==> config.mk <==
export PLATFORM = sky130hd
export DESIGN_NAME = game_sequencer
export DESIGN_NICKNAME = d
export VERILOG_FILES = /design/src/rtl/game_sequencer.sv
export SDC_FILE = /design/constraint.sdc
export NUM_CORES = 1
export LEC_CHECK = 0
export BUFFER_PORTS_ARGS = -buffer_cell sky130_fd_sc_hd__buf_2
export CELL_PAD_IN_SITES_DETAIL_PLACEMENT = 1
export CELL_PAD_IN_SITES_GLOBAL_PLACEMENT = 1
export CORE_ASPECT_RATIO = 1.25
export CORE_MARGIN = 5
export CORE_UTILIZATION = 36
export DETAILED_ROUTE_END_ITERATION = 10
export PLACE_DENSITY = 0.83
export SYNTH_ARGS = -nofsm -noshare
export SYNTH_HDL_FRONTEND = slang
export SYNTH_SLANG_ARGS = --single-unit
export TNS_END_PERCENT = 50
==> constraint.sdc <==
create_clock -name ph1_i -period 1.55 [get_ports ph1_i]
set_input_delay 0.155 -clock ph1_i [delete_from_list [all_inputs] [get_ports ph1_i]]
set_output_delay 0.155 -clock ph1_i [all_outputs]
set_load 0.03 [all_outputs]
==> src/rtl/game_sequencer.sv <==
`default_nettype none
// ============================================================================
//  Module   : game_sequencer
//  Purpose  : Turn sequencer for a small board game. It clears the board
//             memory, accepts or rejects player moves, enforces an optional
//             per-turn timeout, and reports win/tie results from an external
//             win checker.
//  Revision : 1.0 - initial release
// ============================================================================
module game_sequencer #(
  parameter int NPLAYERS = 2,
  parameter int NCELLS   = 9,
  parameter int ADDR_W   = 4,
  parameter int TIMEOUT  = 0,
  parameter int TMR_W    = 16
) (
  input  logic                        ph1_i,
  input  logic                        reset_i,
  input  logic                        new_game_i,
  input  logic [1:0]                  start_player_i,
  input  logic                        move_valid_i,
  input  logic [ADDR_W-1:0]           move_addr_i,
  input  logic                        win_detect_i,
  output logic                        wr_en_o,
  output logic [ADDR_W-1:0]           wr_addr_o,
  output logic [1:0]                  wr_data_o,
  output logic [1:0]                  cur_player_o,
  output logic                        move_accept_o,
  output logic                        move_reject_o,
  output logic                        turn_timeout_o,
  output logic [$clog2(NCELLS+1)-1:0] move_count_o,
  output logic [2:0]                  state_o,
  output logic [1:0]                  result_o,
  output logic [1:0]                  winner_o
);

  localparam int                 CNT_W       = $clog2(NCELLS + 1);
  localparam int                 OCC_W       = 2 ** ADDR_W;
  localparam logic [ADDR_W-1:0]  LAST_IDX    = ADDR_W'(NCELLS - 1);
  localparam logic [ADDR_W:0]    NCELLS_EXT  = (ADDR_W + 1)'(NCELLS);
  localparam logic [CNT_W-1:0]   FULL_CNT    = CNT_W'(NCELLS);
  localparam logic [1:0]         LAST_PLAYER = 2'(NPLAYERS - 1);
  localparam logic [1:0]         NPLAYERS_2  = 2'(NPLAYERS);
  localparam bit                 TMO_EN      = (TIMEOUT > 0);
  localparam logic [TMR_W-1:0]   TMO_LAST    = (TIMEOUT > 0) ? TMR_W'(TIMEOUT - 1) : '0;

  localparam logic [1:0] RES_NONE = 2'd0;
  localparam logic [1:0] RES_WIN  = 2'd1;
  localparam logic [1:0] RES_TIE  = 2'd2;

  typedef enum logic [2:0] {
    S_CLEAR = 3'd0,
    S_PLAY  = 3'd1,
    S_WRITE = 3'd2,
    S_CHECK = 3'd3,
    S_DONE  = 3'd4
  } state_t;

  state_t             state_q,   state_d;
  logic [ADDR_W-1:0]  idx_q,     idx_d;
  logic [OCC_W-1:0]   occ_q,     occ_d;
  logic [CNT_W-1:0]   cnt_q,     cnt_d;
  logic [1:0]         cur_q,     cur_d;
  logic [TMR_W-1:0]   tmr_q,     tmr_d;
  logic [1:0]         result_q,  result_d;
  logic [1:0]         winner_q,  winner_d;
  logic               wr_en_q,   wr_en_d;
  logic [ADDR_W-1:0]  wr_addr_q, wr_addr_d;
  logic [1:0]         wr_data_q, wr_data_d;
  logic               acc_q,     acc_d;
  logic               rej_q,     rej_d;
  logic               tmo_q,     tmo_d;

  logic [1:0]         start_clamped;
  logic [1:0]         next_player;
  logic               move_legal;
  logic               tmo_hit;

  // Operand decode: clamped start player, rotation, move legality, timer expiry.
  always_comb begin
    start_clamped = (start_player_i >= NPLAYERS_2) ? 2'd0 : start_player_i;
    next_player   = (cur_q == LAST_PLAYER) ? 2'd0 : cur_q + 2'd1;
    move_legal    = move_valid_i && ({1'b0, move_addr_i} < NCELLS_EXT) && !occ_q[move_addr_i];
    tmo_hit       = TMO_EN && (tmr_q == TMO_LAST);
  end

  // Next-state and registered-output logic; new_game overrides every state.
  always_comb begin
    state_d   = state_q;
    idx_d     = idx_q;
    occ_d     = occ_q;
    cnt_d     = cnt_q;
    cur_d     = cur_q;
    tmr_d     = tmr_q;
    result_d  = result_q;
    winner_d  = winner_q;
    wr_en_d   = 1'b0;
    wr_addr_d = wr_addr_q;
    wr_data_d = wr_data_q;
    acc_d     = 1'b0;
    rej_d     = 1'b0;
    tmo_d     = 1'b0;

    if (new_game_i) begin
      // Same landing point as reset: sweep restarts on the following edge.
      state_d   = S_CLEAR;
      idx_d     = '0;
      occ_d     = '0;
      cnt_d     = '0;
      cur_d     = start_clamped;
      tmr_d     = '0;
      result_d  = RES_NONE;
      winner_d  = 2'd0;
      wr_addr_d = '0;
      wr_data_d = 2'd0;
    end else begin
      case (state_q)
        S_CLEAR: begin
          wr_en_d   = 1'b1;
          wr_addr_d = idx_q;
          wr_data_d = 2'd0;
          occ_d     = '0;
          cnt_d     = '0;
          result_d  = RES_NONE;
          winner_d  = 2'd0;
          tmr_d     = '0;
          if (idx_q == LAST_IDX) begin
            state_d = S_PLAY;
            idx_d   = '0;
          end else begin
            idx_d = idx_q + 1'b1;
          end
        end
        S_PLAY: begin
          if (move_legal) begin
            wr_en_d             = 1'b1;
            wr_addr_d           = move_addr_i;
            wr_data_d           = cur_q + 2'd1;
            acc_d               = 1'b1;
            occ_d[move_addr_i]  = 1'b1;
            cnt_d               = cnt_q + 1'b1;
            state_d             = S_WRITE;
          end else if (tmo_hit) begin
            // Expiry outranks a simultaneous illegal request.
            tmo_d = 1'b1;
            cur_d = next_player;
            tmr_d = '0;
          end else begin
            tmr_d = tmr_q + 1'b1;
            rej_d = move_valid_i;
          end
        end
        S_WRITE: begin
          state_d = S_CHECK;
        end
        S_CHECK: begin
          if (win_detect_i) begin
            state_d  = S_DONE;
            result_d = RES_WIN;
            winner_d = cur_q;
          end else if (cnt_q == FULL_CNT) begin
            state_d  = S_DONE;
            result_d = RES_TIE;
          end else begin
            cur_d   = next_player;
            tmr_d   = '0;
            state_d = S_PLAY;
          end
        end
        S_DONE: begin
          state_d = S_DONE;
        end
        default: begin
          state_d = S_CLEAR;
          idx_d   = '0;
        end
      endcase
    end
  end

  // State register with synchronous active-low reset.
  always_ff @(posedge ph1_i) begin
    if (!reset_i) begin
      state_q   <= S_CLEAR;
      idx_q     <= '0;
      occ_q     <= '0;
      cnt_q     <= '0;
      cur_q     <= start_clamped;
      tmr_q     <= '0;
      result_q  <= RES_NONE;
      winner_q  <= 2'd0;
      wr_en_q   <= 1'b0;
      wr_addr_q <= '0;
      wr_data_q <= 2'd0;
      acc_q     <= 1'b0;
      rej_q     <= 1'b0;
      tmo_q     <= 1'b0;
    end else begin
      state_q   <= state_d;
      idx_q     <= idx_d;
      occ_q     <= occ_d;
      cnt_q     <= cnt_d;
      cur_q     <= cur_d;
      tmr_q     <= tmr_d;
      result_q  <= result_d;
      winner_q  <= winner_d;
      wr_en_q   <= wr_en_d;
      wr_addr_q <= wr_addr_d;
      wr_data_q <= wr_data_d;
      acc_q     <= acc_d;
      rej_q     <= rej_d;
      tmo_q     <= tmo_d;
    end
  end

  assign wr_en_o        = wr_en_q;
  assign wr_addr_o      = wr_addr_q;
  assign wr_data_o      = wr_data_q;
  assign cur_player_o   = cur_q;
  assign move_accept_o  = acc_q;
  assign move_reject_o  = rej_q;
  assign turn_timeout_o = tmo_q;
  assign move_count_o   = cnt_q;
  assign state_o        = state_q;
  assign result_o       = result_q;
  assign winner_o       = winner_q;

endmodule
`default_nettype wire
==> results of run 1 <==
-- path summary, 6_finish.rpt --
path / from / end / slack [ns] / depth (start not counted)
worst max-delay path: occ_q[7]$_SDFFE_PP0P_ / wr_data_o[0]$_SDFFE_PP0P_ / -0.18 / 6
worst min-delay path: move_valid_i / move_reject_o$_SDFF_PP0_ / 0.13 / 3
worst max register to register: occ_q[7]$_SDFFE_PP0P_ / wr_data_o[0]$_SDFFE_PP0P_ / -0.18 / 6
worst min register to register: occ_q[2]$_SDFFE_PP0P_ / occ_q[2]$_SDFFE_PP0P_ / 0.45 / 2
-- power breakdown --
part | leakage (nW) | internal, mW | switching, mW
clock network | 0.0403 | 0.306 | 0.313
logic | 0.628 | 0.0574 | 0.0922
registers | 0.291 | 0.914 | 0.00840
-- state kept, by name (all words and copies together) (netlist names), 2 cells and up --
register	cells
result_o	2
occ_q	9
wr_addr_o	4
move_count_o	4
cur_player_o	2
state_o	3
wr_data_o	2
idx_q	4
winner_o	2
-- worst reg2reg max path, delay by kind of cell, from the launching register on --
| kind | cells | cell delay (ns) |
|---|---|---|
| flip-flops | 1 | 0.32 |
| AO/OA/AOI/OAI | 1 | 0.18 |
| multiplexers | 2 | 0.77 |
| AND/OR/NAND/NOR | 2 | 0.26 |
| buffers and inverters | 1 | 0.16 |
-- final cells by class --
type | count | share of cell area (%)
timing repair buffer | 58 | 16.9
sequential | 35 | 31.2
clock buffer | 6 | 3.09
clock inverter | 2 | 0.319
multi-input combinational | 137 | 43.9
tap | 60 | 3.19
inverter | 9 | 1.44
-- placed cells by master (no fill, tap or decap), types with 4 or more instances in the layout --
cell type and n:
buf_2 32, dfxtp_1 28, nor2_1 20, buf_4 17, nand2_1 15, nand3_1 12, inv_1 9, a21oi_1 8
buf_6 8, ha_1 6, nor3_2 5, clkbuf_8 5, nand3b_1 4, mux2i_1 4
-- metrics by stage --
stage               TNS (ns)  instance area [um2]  std cells  worst slack (ns)  utilization, %
finish                 -2.40                 2350        307            -0.184            50.4
CTS                    -2.62                 2230        305            -0.200            47.9
global placement       -2.55                 2080        295            -0.156            44.6
detailed placement     -4.00                 2080        295            -0.264            44.6
global route           -3.88                 2350        307            -0.251            50.4
floorplan             -0.473                 1800        196           -0.0552               -
-- timing repair --
item	CTS	global route
resized for setup	19	18
pin swaps	15	8
setup buffers	2	2
cloned	0	0
setup endpoints to repair	24	25
-- cell families (layout without fill, tap and decap cells) --
group | Yosys count | after routing | synth area share, %
xor gates and xnor gates | 1 | 1 | 0.514
muxes | 8 | 8 | 5.66
other | 1 | 1 | 0.220
DFF | 35 | 35 | 42.3
adders and majority gates | 6 | 6 | 4.41
buffers and inverters | 24 | 75 | 6.83
and+or+nand+nor | 82 | 82 | 23.9
AOI/OAI and AO/OA | 39 | 39 | 16.2
-- layer usage --
layer	vias up	track usage, %
met2	33	28.2
met1	767	18.5
met5	-	0
met3	6	3.23
met4	0	7.18
li1	785	-
==> impl_metrics.toml, run 1 <==
[logic_synthesis]
synthTopCellsByArea = "dfxtp_1, nor2_1, ha_1"
avgSynthCellArea_um2 = 8.69
synthArstFlopShare_pct = 0
netlist_area_um2 = 1700
synthMostInstantiatedCell = "dfxtp_1"
seq_area_frac_synth_pct = 42.3
synth_edf_count = 2
synthDistinctLibCells = 41
synthesis.nets = 213
ys_ff_latch = 35
synth_top_area_share_pct = 38.8
synth-warning-count = 0
yosysTopAreaCell = "dfxtp_1"
netlist_top_cells_count = "dfxtp_1, nor2_1, nand2_1"
ys.flop_type = "dfxtp_1"
synthCells = 196

[worst_setup_path]
cp.buffers_inverters = 1
cp.required_ns = 1.78
crit_fanout = 4
critPathKind = "flop to flop"
end_kind = "flop"
slowest_delay_ns = 0.47
start_kind = "flop"
cp_cell_sequence = "mux4_2 > nand2b_4 > a31oi_4 > buf_6 > mux2_4 > nor2_1"
crit_family = "multiplexers"
crit_path_top_delay_cell = "mux4_2"
arrival_ns = 1.96

[clock_network]
htreeDepth = 2
clk_pin_slew_ns = 0.07
hold_buffers = 0
clock_path_buffers = 2
cts_num_sinks = 35
clk_latency_ns = 0.29
cts_tree = "yes"
numCtsBuffers = 5
clock-root-buffer = "clkbuf_8"

[final_layout]
drive_above_1_share_pct = 40.1
synthToLayoutAreaGrowth_pct = 38.0
antenna_cells = 0
regArea_um2 = 732
nFillCells = 537
layout.nets = 263
multi_input_area_um2 = 1030

[floorplan]
io_pins = 34
initial_utilization_pct = 36.5
dieWidth_um = 71.5
num_rows = 28
dieArea_um2 = 6210
die_h_um = 86.9
core_um2 = 4660

[detailed_routing]
drt_iter0_drc = 81
vias = 1591
wl_per_cell_um = 15.9
dr_wl_met3_um = 177
routed_wl_um = 4880
top_layer = "met4"
avgViaCountPerCell = 5.18
wl_met1_um = 2020
drtPass1Iterations = 4
drtAntennaViolNets = 0
met2_wirelength_um = 2590
drc_errors = 0

[power]
finalPower_mw = 1.69
ir_drop_mv = 0.510
p_per_area_nw_per_um2 = 720
p_leak_nw = 0.960

[global_route]
grt_overflow = 0
grt_pass1_wl_um = 7660
grt_pass1_vias = 1626
track_usage_pct = 16.0
antenna_found_initial = 0
grt_max_degree = 23

[sta]
clock.fmax_mhz = 577
worst_slack_ns = -0.184
finalMaxSlewViolations = 0
hold_viol_final = 0
rsz0062_at_grt = "true"
setup_viol = 23
post-route-period-util_pct = 112
finClkSkew_ns = 0.00497
whs_ns = 0.131
finalCriticalPeriod_ns = 1.73

[run]
cap_violations = 0

[status]
violations = "setup timing"
outcome = "finished with violations"

[hold_path]
hp-class = "input port to flop"

[place]
port_buffers = 32
gp_congestion = 0.776
hpwl_um = 3490
(Power assumes the default switching activity.)
==> inputs of run 2 (changes only) <==
--- a/config.mk
+++ b/config.mk
@@ -5,6 +5,7 @@
 export SDC_FILE = /design/constraint.sdc
 export NUM_CORES = 1
 export LEC_CHECK = 0
+export ABC_AREA = 1
 export BUFFER_PORTS_ARGS = -buffer_cell sky130_fd_sc_hd__buf_2
 export CELL_PAD_IN_SITES_DETAIL_PLACEMENT = 1
 export CELL_PAD_IN_SITES_GLOBAL_PLACEMENT = 1
@@ -12,7 +13,7 @@
 export CORE_MARGIN = 5
 export CORE_UTILIZATION = 36
 export DETAILED_ROUTE_END_ITERATION = 10
-export PLACE_DENSITY = 0.83
+export PLACE_DENSITY = 0.75
 export SYNTH_ARGS = -nofsm -noshare
 export SYNTH_HDL_FRONTEND = slang
 export SYNTH_SLANG_ARGS = --single-unit
==> impl_metrics.toml, run 2 <==
[detailed_routing]
vias = 1944
drtAntennaViolNets = 0
wl_per_cell_um = 13.8
drc_errors = 0
drtPass1Iterations = 4
avgViaCountPerCell = 4.81
drt_iter0_drc = 48
routed_wl_um = 5560

[power]
p_sw_share_pct = 25.8
power_frac_seq_pct = 55.2
power.share.clock_pct = 36.8
p_leak_nw = 1.12
finalPower_mw = 1.82
p_sw_uw = 469
combPwrFrac_pct = 8.0
ir_drop_mv = 0.405
p_int_mw = 1.35
p_per_area_nw_per_um2 = 738

[logic_synthesis]
yosysTopAreaCell = "dfxtp_1"
synth_edf_count = 2
synthMostInstantiatedCell = "nand2_1"
seq_area_frac_synth_pct = 38.3
ys.flop_type = "dfxtp_1"
synth-warning-count = 0
synthesis.nets = 307
synthCells = 290
ys_ff_latch = 38
netlist_top_cells_count = "nand2_1, nor2_1, inv_1"
synthArstFlopShare_pct = 0
synthDistinctLibCells = 31
synth_top_area_share_pct = 35.4
avgSynthCellArea_um2 = 7.02
netlist_area_um2 = 2040
synthTopCellsByArea = "dfxtp_1, nand2_1, nor2_1"

[floorplan]
core_um2 = 5480
io_pins = 34
dieWidth_um = 77.3
num_rows = 30
die_h_um = 94.1
dieArea_um2 = 7270
initial_utilization_pct = 37.2

[clock_network]
clk_pin_slew_ns = 0.07
htreeDepth = 2
cts_num_sinks = 38
numCtsBuffers = 5
clock_path_buffers = 2
cts_tree = "yes"
clk_latency_ns = 0.30
clock-root-buffer = "clkbuf_8"

[place]
gp_congestion = 0.861
dpl_worst_slack_ns = 0.0364
placed_cells = 390
hpwl_um = 4250
port_buffers = 32

[final_layout]
synthToLayoutAreaGrowth_pct = 21.1
antenna_cells = 0
largest_reg_flops = 12
final_common_cell = "nand2_1"
final_cells = 404
final_core_util_pct = 45.0
drive_above_1_share_pct = 28.2
layout.nets = 356
nFillCells = 722
top_register = "occ_q"
mostFrequentLayoutCells = "nand2_1, nor2_1, inv_1"

[global_route]
grt_pass1_vias = 2015
antenna_found_initial = 0
grt_overflow = 0
grt_pass1_wl_um = 9000
grt_max_degree = 15
track_usage_pct = 15.5

[hold_path]
hold_depth = 3
hp-class = "input port to flop"

[worst_setup_path]
end_kind = "flop"
cp.buffers_inverters = 3
crit_path_top_delay_cell = "dfxtp_2"
cp_cell_sequence = "inv_1 > nand2_2 > nor2_4 > inv_2 > nand2_1 > nor2_1 > nand2_2 > inv_1 > nand2_1 > nand2_1 > nor3b_2"
cp_common_cell = "nand2_1"
reg2reg_depth = 11
slowest_delay_ns = 0.33
cp.required_ns = 1.73
crit_family = "simple AND/OR/NAND/NOR gates"
critPathKind = "flop to flop"
arrival_ns = 1.61
crit_fanout = 5
start_kind = "flop"
path_depth = 11

[sta]
worst_slack_ns = 0.123
finalMaxSlewViolations = 0
clock.fmax_mhz = 701
hold_viol_final = 0
post-route-period-util_pct = 92.0
setup_viol = 0
whs_ns = 0.115
finClkSkew_ns = 0.00463
rsz0062_at_grt = "true"
finalCriticalPeriod_ns = 1.43

[run]
cap_violations = 0

[status]
outcome = "finished clean"
==> run 2: area by class of cell <==
type / count / area, um2 / share of cell area, %
multi-input combinational: 202 / 1030 / 42.0
sequential: 38 / 785 / 31.8
timing repair buffer: 50 / 320 / 13.0
inverter: 42 / 165 / 6.70
tap: 64 / 80.1 / 3.25
clock buffer: 6 / 72.6 / 2.94
clock inverter: 2 / 8.76 / 0.355
==> run 2: routing by layer <==
metal | vias to the layer above | track usage (%) | share of wire, %
li1 | 984 | - | -
met1 | 915 | 16.0 | 39
met2 | 33 | 29.8 | 55
met3 | 12 | 3.84 | 3.9
met4 | 0 | 5.59 | 2.1
met5 | - | 0 | 0
==> run 2: power by group through the flow <==
stage,clock (mW),combinational [mW],sequential [mW]
2_1_floorplan,0,0.0837,1.04
3_3_place_gp,0,0.144,1.03
3_5_place_dp,0,0.146,1.03
4_1_cts,0.697,0.147,1.00
5_1_grt,0.732,0.162,1.01
6_report,0.670,0.146,1.00
==> run 2: per-stage QoR <==
step                      setup TNS, ns  cell area, um2
after global routing             -0.115            2470
after global placement                0            2320
after detailed placement              0            2320
after CTS                             0            2400
final                                 0            2470
after floorplan                       0            2040
==> run 2: what timing repair did <==
action                                  4_1_cts  5_1_grt
endpoints found under the setup margin        0       23
hold buffers                                  0        0
buffers inserted                              0        6
gates resized for setup                       0        5
==> run 2: worst min-delay path, cell delays in order <==
cell	delay, ns
buf_2	0.12
nand2_1	0.06
nor2_1	0.03
==> run 2: final timing paths <==
| kind | startpoint | endpoint | slack, ns |
|---|---|---|---|
| setup / recovery | state_o[2]$_SDFFE_PP0P_ | idx_q[3]$_SDFFE_PP0N_ | 0.12 |
| hold / removal | move_valid_i | move_reject_o$_SDFF_PP0_ | 0.11 |
| setup reg to reg | state_o[2]$_SDFFE_PP0P_ | idx_q[3]$_SDFFE_PP0N_ | 0.12 |
| hold reg to reg | occ_q[3]$_SDFFE_PP0P_ | occ_q[3]$_SDFFE_PP0P_ | 0.46 |
==> run 2: kinds of logic (layout without fill, tap and decap cells) <==
kind of cell             count (synthesis)  count (layout)  share of synthesized area (%)
flip-flops                              38              38                           38.3
AND/OR/NAND/NOR                        159             159                           35.2
XOR/XNOR                                 2               2                          0.860
other                                    1               1                          0.184
adder cells (fa/ha/maj)                  6               6                           3.69
buffers and inverters                   50             100                           11.7
AO/OA/AOI/OAI                           34              34                           10.1
